## config.mk

```make
export PLATFORM = sky130hd
export DESIGN_NAME = ram8x72_fifo_ctrl
export DESIGN_NICKNAME = d
export VERILOG_FILES = /design/src/rtl/ram8x72_fifo_ctrl_pkg.sv /design/src/rtl/ram8x72_fifo_ctrl.sv
export SDC_FILE = /design/constraint.sdc
export NUM_CORES = 1
export LEC_CHECK = 0
export CAP_MARGIN = 0
export CORE_MARGIN = 3
export CORE_UTILIZATION = 33
export CTS_CLUSTER_SIZE = 24
export DETAILED_ROUTE_END_ITERATION = 12
export GPL_TIMING_DRIVEN = 0
export PLACE_DENSITY = 0.83
export REMOVE_ABC_BUFFERS = 1
export SETUP_SLACK_MARGIN = 0.02
export SLEW_MARGIN = 20
export SYNTH_ARGS = -nofsm -noshare
export SYNTH_HDL_FRONTEND = slang
export SYNTH_SLANG_ARGS = --single-unit
```

## constraint.sdc

```tcl
create_clock -name clk -period 2.95 [get_ports clk]
set_input_delay 0.7375 -clock clk [delete_from_list [all_inputs] [get_ports clk]]
set_output_delay 0.7375 -clock clk [all_outputs]
set_load 0.05 [all_outputs]
```

## src/rtl/ram8x72_fifo_ctrl_pkg.sv

```systemverilog
// Shared sizing constants for the 8x72 RAM-backed stream FIFO controller.
// DEPTH counts RAM words; FULL_CNT adds the registered output slot.
package ram8x72_fifo_ctrl_pkg;

  localparam int unsigned DATA_W   = 72;
  localparam int unsigned ADDR_W   = 3;
  localparam int unsigned DEPTH    = 2 ** ADDR_W;
  localparam int unsigned FULL_CNT = DEPTH + 1;

endpackage

```

## src/rtl/ram8x72_fifo_ctrl.sv

```systemverilog
// Valid/ready FIFO controller on top of an external single-port 8x72 DFF RAM.
// The head word lives in a registered output stage, giving 9 words of storage.
module ram8x72_fifo_ctrl
  import ram8x72_fifo_ctrl_pkg::*;
#(
  parameter int unsigned DATA_W = ram8x72_fifo_ctrl_pkg::DATA_W,
  parameter int unsigned ADDR_W = ram8x72_fifo_ctrl_pkg::ADDR_W
) (
  input  logic              clk,
  input  logic              rst,
  input  logic              in_valid,
  output logic              in_ready,
  input  logic [DATA_W-1:0] in_data,
  output logic              out_valid,
  input  logic              out_ready,
  output logic [DATA_W-1:0] out_data,
  output logic [ADDR_W:0]   count,
  output logic              ram_wr_n,
  output logic [ADDR_W-1:0] ram_address,
  output logic [DATA_W-1:0] ram_wdata,
  input  logic [DATA_W-1:0] ram_rdata
);

  localparam logic [ADDR_W:0] RAM_WORDS = (ADDR_W + 1)'(2 ** ADDR_W);

  logic [ADDR_W-1:0] wr_ptr;
  logic [ADDR_W-1:0] rd_ptr;
  logic [ADDR_W:0]   ram_cnt;

  logic pop;
  logic slot_free;
  logic ram_empty;
  logic refill;
  logic bypass;
  logic push;
  logic write;

  always_comb begin
    pop       = out_valid && out_ready;
    slot_free = !out_valid || pop;
    ram_empty = (ram_cnt == '0);
    refill    = slot_free && !ram_empty;
    bypass    = slot_free && ram_empty && in_valid;
    // A refill read owns the RAM port, so writes are blocked that cycle.
    in_ready  = !rst && ((slot_free && ram_empty) || (!refill && (ram_cnt < RAM_WORDS)));
    push      = in_valid && in_ready;
    write     = push && !bypass;
  end

  always_comb begin
    ram_address = refill ? rd_ptr : wr_ptr;
    ram_wr_n    = !write;
    ram_wdata   = in_data;
    count       = ram_cnt + (ADDR_W + 1)'(out_valid);
  end

  always_ff @(posedge clk) begin
    if (rst) begin
      wr_ptr    <= '0;
      rd_ptr    <= '0;
      ram_cnt   <= '0;
      out_valid <= 1'b0;
      out_data  <= '0;
    end else begin
      if (refill) begin
        out_data <= ram_rdata;
        rd_ptr   <= rd_ptr + 1'b1;
      end else if (bypass) begin
        out_data <= in_data;
      end
      if (write) begin
        wr_ptr <= wr_ptr + 1'b1;
      end
      if (slot_free) begin
        out_valid <= refill || bypass;
      end
      case ({write, refill})
        2'b10:   ram_cnt <= ram_cnt + 1'b1;
        2'b01:   ram_cnt <= ram_cnt - 1'b1;
        default: ram_cnt <= ram_cnt;
      endcase
    end
  end

endmodule

```

; After elaboration in Yosys (flattened, before gate mapping)
; Cells that the tools add are included.
[classes]
addsub = 5
order_cmp = 1
n_eq_ne = 2
mux = 4
reduce_logical = 20
[ops]
columns = op, count
row1 = $mux 72, 2
row2 = $logic_and 1x1->1, 8
row3 = $pmux 4 s2, 1
row4 = $add 3x1->3 const B, 2
row5 = $logic_not 1->1, 6
row6 = $add 4x1->4, 1
row7 = $add 4x1->4 const B, 1
row8 = $logic_not 4->1, 1
row9 = $lt 4x4->1 const B, 1
row10 = $reduce_bool 2->1, 2
row11 = $sub 4x1->4 const B, 1
row12 = $logic_or 1x1->1, 3
row13 = $mux 3, 1
row14 = $eq 2x1->1 const B, 1
row15 = $eq 2x2->1 const B, 1
[totals]
register_bits = 83
in_bits = 148
out_inout_bits = 154
word_cells = 37

; Logic depth before layout (Yosys ltp)
; Gate-level depths: netlist of run 1.
[depth]
ltp_word = 11
mapped_depth = 12
ltp_nobuf = 10

; Worst setup path before layout of run 1
; No wires, ideal clock.
[synth_timing]
kind = input -> register
start = input out_ready
end = register ram_cnt[3]
setup_ns = 0.071
arrival_ns = 3.148
required_time_ns = 2.879
slack_ns = -0.270
stages = 8
path_buffers = 0
path_cell_list = nor3b_1 > nand3b_1 > ha_1 > ha_1 > a21oi_1 > a21oi_1 > or4_1 > a21oi_1
[synth_between]
elab_chain_len = 11
elab_cells_between_ends = 16
cone_classes = 2 x eq/ne / 1 x mux / 13 x reduce/logical
[synth_rtl]
columns = item, line_no
row1 = start: declaration, ram8x72_fifo_ctrl.sv:15  ; input logic out_ready,
row2 = $logic_and 1x1->1 *, ram8x72_fifo_ctrl.sv:39  ; pop = out_valid && out_ready;
row3 = $logic_or 1x1->1 *, ram8x72_fifo_ctrl.sv:40  ; slot_free = !out_valid || pop;
row4 = $logic_and 1x1->1, ram8x72_fifo_ctrl.sv:42  ; refill = slot_free && !ram_empty;
row5 = $logic_not 1->1, ram8x72_fifo_ctrl.sv:45  ; in_ready = !rst && ((slot_free && ram_empty) || (!refill && (ram_cnt < RAM_WORDS)));
row6 = $logic_and 1x1->1, ram8x72_fifo_ctrl.sv:45
row7 = $logic_or 1x1->1, ram8x72_fifo_ctrl.sv:45
row8 = $logic_and 1x1->1, ram8x72_fifo_ctrl.sv:45
row9 = $logic_and 1x1->1, ram8x72_fifo_ctrl.sv:46  ; push = in_valid && in_ready;
row10 = $logic_and 1x1->1, ram8x72_fifo_ctrl.sv:47  ; write = push && !bypass;
row11 = $eq 2x1->1 or $eq 2x2->1 (tied branches), ram8x72_fifo_ctrl.sv:77  ; case ({write, refill})
row12 = $pmux 4 s2 or $reduce_bool 2->1 (tied branches), n/a
row13 = end signal: assignment, ram8x72_fifo_ctrl.sv:78  ; 2'b10: ram_cnt <= ram_cnt + 1'b1;
row14 = end signal: assignment, ram8x72_fifo_ctrl.sv:79  ; 2'b01: ram_cnt <= ram_cnt - 1'b1;
row15 = end signal: assignment, ram8x72_fifo_ctrl.sv:80  ; default: ram_cnt <= ram_cnt;
row16 = end: declaration, ram8x72_fifo_ctrl.sv:28  ; logic [ADDR_W:0] ram_cnt;
; Mark *: on every way between the ends. The rest lies on a longest branch, timed or not.
; A chain may end at the register's enable or synchronous reset.

; Worst setup path after layout of run 1
[layout_timing]
start = input in_data[5]
end = output ram_wdata[5]
[layout_lines]
columns = item, line_no
row1 = start: declaration, ram8x72_fifo_ctrl.sv:13  ; input logic [DATA_W-1:0] in_data,
row2 = end: declaration, ram8x72_fifo_ctrl.sv:20  ; output logic [DATA_W-1:0] ram_wdata,
; No word-level cell between the ends.

==> flow_metrics.py, run 1 <==
metrics = {
    "placed_design": {
        "dp_slack_ns": -1.114,
        "dp_hpwl_um": 11270,
        "gp_congestion": 0.7883,
        "port-buffer-count": 301,
        "placed_cells": 931,
    },
    "final_layout": {
        "multiInputGateArea_sq_mm": 0.002122,
        "postLayoutCoreUtil": 0.5622,
        "antenna_cells": 0,
        "drive_gt1_frac": 0.1223,
        "fill_cells": 1225,
        "syn_to_final_growth_pct": 66.16,
        "stdcell_count": 957,
        "regArea_sq_mm": 0.001662,
        "final_nets": 928,
    },
    "timing": {
        "fin_skew_ns": 0.007191,
        "fmax_mhz": 353.9,
        "rsz0062_at_grt": "false",
        "relSlewSlack": 0.6074,
        "slew_violations": 0,
        "setup_viol": 0,
        "period_needed_ns": 2.826,
        "worst_slew_pin_slew_ns": 0.5876,
        "final.setup.worst_slack_ns": 0.1240,
        "hold_viol_final": 0,
        "final.period_utilization": 0.9580,
    },
    "drt": {
        "wirelength_um": 15560,
        "first_pass_iters": 4,
        "wl_per_cell_um": 16.26,
        "drc": 0,
        "vias": 4465,
        "vias_per_cell": 4.666,
        "ant_nets": 0,
        "drt-initial-drc-count": 145,
    },
    "floorplanning": {
        "fp.dieArea_sq_mm": 0.01576,
        "fp.dieH_um": 125.5,
        "die-width_um": 125.5,
        "coreArea_sq_mm": 0.01393,
        "start_util": 0.3383,
        "ios": 302,
        "rows": 43,
    },
    "critical_path": {
        "crit_type": "input pin to output port",
        "crit_chain": "clkdlybuf4s50_1 > clkdlybuf4s50_1",
        "path_common_cell": "clkdlybuf4s50_1",
        "required_ns": 2.21,
        "end_kind": "output port",
        "cp_top_family": "buffers and inverters",
        "worstPathArrival_ns": 2.09,
        "crit_path_start_kind": "input pin",
        "slowest_stage": "clkdlybuf4s50_1",
        "timing.critical_path.buf_inv": 2,
        "cpPeakStageDelay_ns": 0.82,
        "cp_max_fo": 2,
    },
    "cts": {
        "clockRootBuffer": "clkbuf_16",
        "cts.hold.buffers_added": 0,
        "worstSkewPairLatency_ns": 0.33,
        "cts_made_buffers": 9,
        "cts.htree.levels": 3,
        "cts_tree": "built",
        "clk_pin_slew_ns": 0.06,
        "clock-sinks": 83,
        "clock_path_buffers": 2,
    },
    "synthesis": {
        "synth_edf_count": 0,
        "synthArstFlopShare": 0,
        "ys_seq_elements": 83,
        "synth_top_cell_by_area": "dfxtp_1",
        "syn-cell-area_sq_mm": 0.004715,
        "synth.area.top_cells": "dfxtp_1 (35%), nor2_1 (13%), buf_4 (12%), a2111oi_2 (11%), inv_1 (6.1%)",
        "ys_warn_count": 0,
        "synth_top_area_share": 0.3524,
        "ys.flop_type": "dfxtp_1",
        "synth_most_common_cell": "nor2_1",
        "synth_cells": 544,
        "yosys-top-cells-count": "nor2_1 (157), dfxtp_1 (83), inv_1 (77)",
        "avgSynthCellArea_sq_um": 8.666,
        "synth.yosys.seq_area_share": 0.3524,
        "synth_cell_types": 31,
    },
    "job": {
        "cap_violations": 0,
    },
    "pwr": {
        "leakagePower_nw": 3.214,
        "p_per_area_mw_per_mm2": 1077,
        "vdd_ir_drop_max_v": 0.0006058,
    },
    "global_routing": {
        "grt_usage": 0.1901,
        "antenna_found_initial": 0,
        "overflow": 0,
        "grt_pass1_wl_um": 24250,
        "grt_max_degree": 48,
        "grt_pass1_vias": 4518,
    },
    "run_status": {
        "status": "finished clean",
    },
    "worst_hold_path": {
        "hold_path_class": "register to register",
    },
}
## placed cells by master, fill, tap and decap left out, types with 2 or more instances in the layout
cell type        count
a2111oi_2           35
inv_1               76
buf_4                7
clkbuf_16            9
nor2_1             157
dlymetal6s2s_1       2
buf_2                3
nand2_1             11
nand2_4              3
xnor2_1              2
a21oi_1              6
dfxtp_1             83
nand3_1              3
clkbuf_1             2
xor2_1               6
a2111oi_4           10
clkdlybuf4s50_1    292
clkbuf_8             4
ha_1                 6
buf_16               3
a2111oi_1           27
buf_8                7
## cell type report
cell class | count | area share
Clock inverter | 1 | 0.0006389
Multi-Input combinational cell | 283 | 0.2709
Sequential cell | 83 | 0.2121
Inverter | 77 | 0.03737
Clock buffer | 15 | 0.03674
Tap cell | 180 | 0.02875
Timing Repair Buffer | 318 | 0.4135
## sequential cells by signal, indices dropped and copies added (netlist names)
register	cells
out_valid	1
out_data	72
ram_cnt	4
rd_ptr	3
wr_ptr	3
## metrics by stage
stage               hold slack [ns]  TNS (ns)  cell area [sq um]  total power [mW]
finish                       0.4860         0               7834             8.436
global route                 0.5182         0               7834             8.916
CTS                          0.4875         0               7796             8.470
detailed placement           0.4787    -6.574               7436             7.106
global placement             0.4634   -195.29               7239             6.834
floorplan                    0.4472    -49.59               4001             5.039
## timing repair
item,in CTS,in global routing
resized for setup,26,6
pin swaps,2,3
buffers inserted,3,4
cloned,3,0
setup endpoints to repair,9,7
## final timing paths
path | start | endpoint | slack (ns) | cells after the start
min reg2reg | rd_ptr[1] | rd_ptr[1] | 0.49 | 2
max reg2reg | ram_cnt[2] | ram_cnt[3] | 0.24 | 9
max | in_data[5] | ram_wdata[5] | 0.12 | 2
min | rd_ptr[1] | rd_ptr[1] | 0.49 | 2
## report_power, final
group | switching, mW | total [mW] | leakage [nW] | internal [mW]
Sequential | 0.233 | 1.76 | 0.690 | 1.53
Clock | 0.447 | 1.11 | 0.146 | 0.663
Combinational | 3.59 | 5.56 | 2.38 | 1.97
## metal layers
layer | GRT usage | part of all wire
met4 | 0.04783 | 0.012
met1 | 0.2294 | 0.40
met5 | 0 | 0
met3 | 0.04528 | 0.068
met2 | 0.3392 | 0.52
## logic make-up after synthesis
logic type	after synthesis	synth area share
buffers and inverters	181	0.2126
adders and majority gates	8	0.02282
muxes	1	0.002123
and+or+nand+nor	182	0.1571
DFF	83	0.3524
xor gates and xnor gates	8	0.01486
AOI/OAI and AO/OA	81	0.2381
Note: power is estimated with default switching activity, not from simulation.
==> run 2, diff against run 1 <==
--- a/config.mk
+++ b/config.mk
@@ -14,6 +14,7 @@
 export PLACE_DENSITY = 0.83
 export REMOVE_ABC_BUFFERS = 1
 export SETUP_SLACK_MARGIN = 0.02
+export SKIP_CTS_REPAIR_TIMING = 1
 export SLEW_MARGIN = 20
 export SYNTH_ARGS = -nofsm -noshare
 export SYNTH_HDL_FRONTEND = slang
==> flow_metrics.py, run 2 (synthesis results as in run 1) <==
metrics = {
    "floorplanning": {
        "die-width_um": 125.5,
        "ios": 302,
        "rows": 43,
        "start_util": 0.3383,
        "fp.dieArea_sq_mm": 0.01576,
        "coreArea_sq_mm": 0.01393,
        "fp.dieH_um": 125.5,
    },
    "timing": {
        "period_needed_ns": 2.834,
        "rsz0062_at_grt": "false",
        "setup_tns_ns": 0,
        "fmax_mhz": 352.9,
        "hold_viol_final": 0,
        "fin_skew_ns": 0.006884,
        "final.period_utilization": 0.9607,
        "relSlewSlack": 0.6036,
        "worst_slew_pin_slew_ns": 0.5933,
        "setup_viol": 0,
        "final.setup.worst_slack_ns": 0.1160,
        "holdWs_ns": 0.4856,
        "slew_violations": 0,
    },
    "final_layout": {
        "reg_top3": "out_data x72, ram_cnt x4",
        "regMostFlops": "out_data",
        "final_common_cell": "clkdlybuf4s50_1",
        "regArea_sq_mm": 0.001662,
        "final_nets": 929,
        "syn_to_final_growth_pct": 66.72,
        "largest_reg_flops": 72,
        "fill_cells": 1218,
        "final_cell_mix": "clkdlybuf4s50_1 (292), nor2_1 (157), dfxtp_1 (83), inv_1 (76), a2111oi_2 (35)",
        "multiInputGateArea_sq_mm": 0.002126,
        "antenna_cells": 0,
        "drive_gt1_frac": 0.1221,
    },
    "critical_path": {
        "timing.critical_path.buf_inv": 2,
        "reg2reg_from": "ram_cnt[2]",
        "crit_type": "input pin to output port",
        "cp_max_fo": 2,
        "crit_path_start_kind": "input pin",
        "slowest_stage": "clkdlybuf4s50_1",
        "end_kind": "output port",
        "crit_path_start": "in_data[5]",
        "crit_chain": "clkdlybuf4s50_1 > clkdlybuf4s50_1",
        "cpPeakStageDelay_ns": 0.82,
        "required_ns": 2.21,
        "path_common_cell": "clkdlybuf4s50_1",
        "worst_r2r_path_depth": 9,
        "worstPathArrival_ns": 2.10,
        "cp_top_family": "buffers and inverters",
        "path_depth": 2,
    },
    "worst_hold_path": {
        "min_path_cells": 2,
        "hold_path_class": "register to register",
        "min_from": "rd_ptr[1]",
    },
    "global_routing": {
        "grt_max_degree": 78,
        "grt_pass1_wl_um": 23040,
        "antenna_found_initial": 0,
        "grt_pass1_vias": 4421,
        "grt_usage": 0.1775,
        "overflow": 0,
    },
    "placed_design": {
        "dp_slack_ns": -1.114,
        "gp_congestion": 0.7883,
        "port-buffer-count": 301,
        "dp_hpwl_um": 11270,
    },
    "drt": {
        "drt-initial-drc-count": 141,
        "wirelength_um": 15570,
        "drc": 0,
        "wl_per_cell_um": 16.25,
        "vias": 4466,
        "vias_per_cell": 4.662,
        "ant_nets": 0,
        "first_pass_iters": 4,
    },
    "cts": {
        "cts_tree": "built",
        "clk_pin_slew_ns": 0.06,
        "worstSkewPairLatency_ns": 0.33,
        "clock-sinks": 83,
        "clock_path_buffers": 2,
        "cts_made_buffers": 9,
        "cts.htree.levels": 3,
        "clockRootBuffer": "clkbuf_16",
    },
    "pwr": {
        "leakagePower_nw": 3.243,
        "vdd_ir_drop_max_v": 0.0005150,
        "p_per_area_mw_per_mm2": 1078,
    },
    "run_status": {
        "status": "finished clean",
    },
    "job": {
        "cap_violations": 0,
    },
}
## run 2: worst reg2reg max path, delay by kind of cell, from the launching register on
family / cells / cell delay (ns)
AND/OR/NAND/NOR: 3 / 1.23
adder cells (fa/ha/maj): 2 / 0.56
flip-flops: 1 / 0.38
AO/OA/AOI/OAI: 3 / 0.40
buffers and inverters: 1 / 0.12
## run 2: final timing paths
path                  endpoint  slack, ns
hold / removal       rd_ptr[1]       0.49
setup / recovery  ram_wdata[5]       0.12
setup reg to reg    ram_cnt[3]       0.20
hold reg to reg      rd_ptr[1]       0.49
## run 2: power breakdown
group          internal (mW)  leakage (nW)  switching, mW
registers               1.53         0.690          0.235
logic                   2.01          2.41           3.59
clock network          0.663         0.146          0.452
## run 2: layout make-up
cell class	count	area share
clock inverters	1	0.0006367
repair buffers	319	0.4150
multi-input cells	283	0.2705
well taps	180	0.02865
inverters	77	0.03725
flip-flops and latches	83	0.2114
clock buffers	15	0.03661
## run 2: metal layers
metal / part of all wire / up-vias / GRT usage
li1: - / 2196 / -
met1: 0.41 / 2109 / 0.2107
met2: 0.52 / 150 / 0.3172
met3: 0.061 / 11 / 0.04443
met4: 0.011 / 0 / 0.04911
met5: 0 / - / 0
## run 2: per-stage QoR
stage | power, mW | cell area (sq um) | instances | util
2_1_floorplan | 5.039 | 4001 | 440 | -
3_3_place_gp | 6.834 | 7239 | 921 | 0.5195
3_5_place_dp | 7.106 | 7436 | 931 | 0.5336
4_1_cts | 8.244 | 7729 | 947 | 0.5546
5_1_grt | 8.952 | 7860 | 958 | 0.5641
6_report | 8.472 | 7860 | 958 | 0.5641
==> run 3, diff against run 2 <==
==> constraint.sdc (replaced) <==
create_clock -name clk -period 2.95 [get_ports clk]
set_input_delay 0.7375 -clock clk [delete_from_list [all_inputs] [get_ports clk]]
set_output_delay 0.7375 -clock clk [all_outputs]
set_load 0.01 [all_outputs]
==> flow_metrics.py, run 3 (synthesis results as in run 1) <==
metrics = {
    "run_status": {
        "status": "finished clean",
    },
    "floorplanning": {
        "fp.dieH_um": 125.5,
        "fp.dieArea_sq_mm": 0.01576,
        "rows": 43,
        "ios": 302,
        "start_util": 0.3383,
        "die-width_um": 125.5,
        "coreArea_sq_mm": 0.01393,
    },
    "cts": {
        "cts_made_buffers": 9,
        "clock-sinks": 83,
        "clock_path_buffers": 2,
        "clockRootBuffer": "clkbuf_16",
        "cts_tree": "built",
        "clk_pin_slew_ns": 0.06,
        "worstSkewPairLatency_ns": 0.33,
        "cts.htree.levels": 3,
    },
    "timing": {
        "slew_violations": 0,
        "setup_viol": 0,
        "final.setup.worst_slack_ns": 0.08507,
        "relSlewSlack": 0.6213,
        "hold_viol_final": 0,
        "period_needed_ns": 2.865,
        "worst_slew_pin_slew_ns": 0.5668,
        "final.period_utilization": 0.9712,
        "fin_skew_ns": 0.006683,
        "fmax_mhz": 349.0,
    },
    "drt": {
        "wirelength_um": 15650,
        "vias": 4508,
        "drt-initial-drc-count": 164,
        "ant_nets": 0,
        "vias_per_cell": 4.681,
        "first_pass_iters": 4,
        "wl_per_cell_um": 16.25,
        "drc": 0,
    },
    "final_layout": {
        "final_area_sq_mm": 0.007920,
        "final_cell_mix": "clkdlybuf4s50_1 (295), nor2_1 (157), dfxtp_1 (83), inv_1 (76), a2111oi_2 (35)",
        "syn_to_final_growth_pct": 67.99,
        "final_nets": 934,
        "antenna_cells": 0,
        "final_common_cell": "clkdlybuf4s50_1",
        "reg_top3": "out_data x72, ram_cnt x4",
        "largest_reg_flops": 72,
        "drive_gt1_frac": 0.1239,
        "regMostFlops": "out_data",
    },
    "placed_design": {
        "dp_hpwl_um": 11270,
        "dp_slack_ns": -1.062,
        "gp_congestion": 0.7883,
        "post_dp_cell_area_sq_mm": 0.007436,
        "port-buffer-count": 301,
    },
    "pwr": {
        "vdd_ir_drop_max_v": 0.0005191,
        "p_per_area_mw_per_mm2": 909.2,
        "leakagePower_nw": 3.280,
    },
    "global_routing": {
        "grt_pass1_vias": 4421,
        "grt_max_degree": 78,
        "grt_pass1_wl_um": 23040,
        "grt_usage": 0.1775,
        "overflow": 0,
        "antenna_found_initial": 0,
    },
    "critical_path": {
        "worst_r2r_path_depth": 10,
        "cpPeakStageDelay_ns": 0.59,
        "timing.critical_path.buf_inv": 4,
        "r2r_end": "ram_cnt[3]",
        "path_depth": 8,
        "end_kind": "output port",
        "required_ns": 2.21,
        "crit_path_start": "ram_cnt[2]",
        "crit_path_start_kind": "register",
        "slowest_stage": "or4_4",
        "cp_top_family": "simple AND/OR/NAND/NOR gates",
        "cp_max_fo": 6,
        "worstPathArrival_ns": 2.13,
        "reg2reg_from": "ram_cnt[2]",
        "crit_chain": "or4_4 > buf_4 > nand2_8 > clkinvlp_4 > buf_4 > nand2_1 > nand2_1 > dlymetal6s2s_1",
        "crit_type": "register to output port",
        "r2r_slack_ns": 0.17,
        "crit_end": "ram_address[0]",
    },
    "worst_hold_path": {
        "hold_path_class": "register to register",
    },
    "job": {
        "cap_violations": 0,
    },
}
## run 3: cell count changes in the layout (fill, tap and decap cells not counted)
cell,previous run,this run
buf_4,8,13
clkdlybuf4s50_1,292,295
ha_1,6,5
ha_4,0,1
clkbuf_4,1,0
nor2b_1,0,1
clkbuf_2,2,0
nor2b_2,1,0
## run 3: worst register-to-register path, stage by stage, from the launching register on
cell        delay, ns
dfxtp_1          0.40
or4_4            0.59
buf_4            0.18
nand2_8          0.07
clkinvlp_4       0.11
ha_2             0.23
ha_4             0.29
nand3_1          0.10
and3_1           0.20
or4_1            0.43
a21oi_2          0.14
## run 3: how the worst min path moves through the flow
stage	start	end	slack, ns	cells after the start
CTS	rd_ptr[1]	rd_ptr[1]	0.49	2
finish	rd_ptr[1]	rd_ptr[1]	0.49	2
global placement	rd_ptr[1]	rd_ptr[1]	0.46	2
detailed placement	rd_ptr[1]	rd_ptr[1]	0.48	2
global route	rd_ptr[1]	rd_ptr[1]	0.51	2
floorplan	rd_ptr[1]	rd_ptr[1]	0.45	2
## run 3: cell type report
cell class | count | area (sq um)
Fill cell | 1215 | 6015
Timing Repair Buffer | 324 | 3312
Multi-Input combinational cell | 283 | 2136
Sequential cell | 83 | 1662
Inverter | 77 | 292.8
Clock buffer | 15 | 287.8
Tap cell | 180 | 225.2
Clock inverter | 1 | 5.005
## run 3: where the power goes
part | switching (mW) | internal, mW | total [mW]
Clock | 0.451 | 0.663 | 1.11
Combinational | 2.25 | 2.07 | 4.32
Sequential | 0.237 | 1.53 | 1.76
Total | 2.94 | 4.26 | 7.20
## run 3: stage by stage
step | setup TNS [ns] | util | hold WS [ns] | total power [mW] | instances
2_1_floorplan | -49.42 | - | 0.4472 | 3.843 | 440
3_3_place_gp | -194.13 | 0.5195 | 0.4634 | 5.491 | 921
3_5_place_dp | -5.458 | 0.5336 | 0.4787 | 5.763 | 931
4_1_cts | -4.147 | 0.5546 | 0.4875 | 6.901 | 947
5_1_grt | -0.0007496 | 0.5684 | 0.5138 | 7.682 | 963
6_report | 0 | 0.5684 | 0.4899 | 7.201 | 963
## run 3: per-layer routing
| metal | up-vias | global-route usage | share of wire |
|---|---|---|---|
| li1 | 2208 | - | - |
| met1 | 2137 | 0.2107 | 0.41 |
| met2 | 150 | 0.3172 | 0.52 |
| met3 | 13 | 0.04443 | 0.061 |
| met4 | 0 | 0.04911 | 0.013 |
| met5 | - | 0 | 0 |
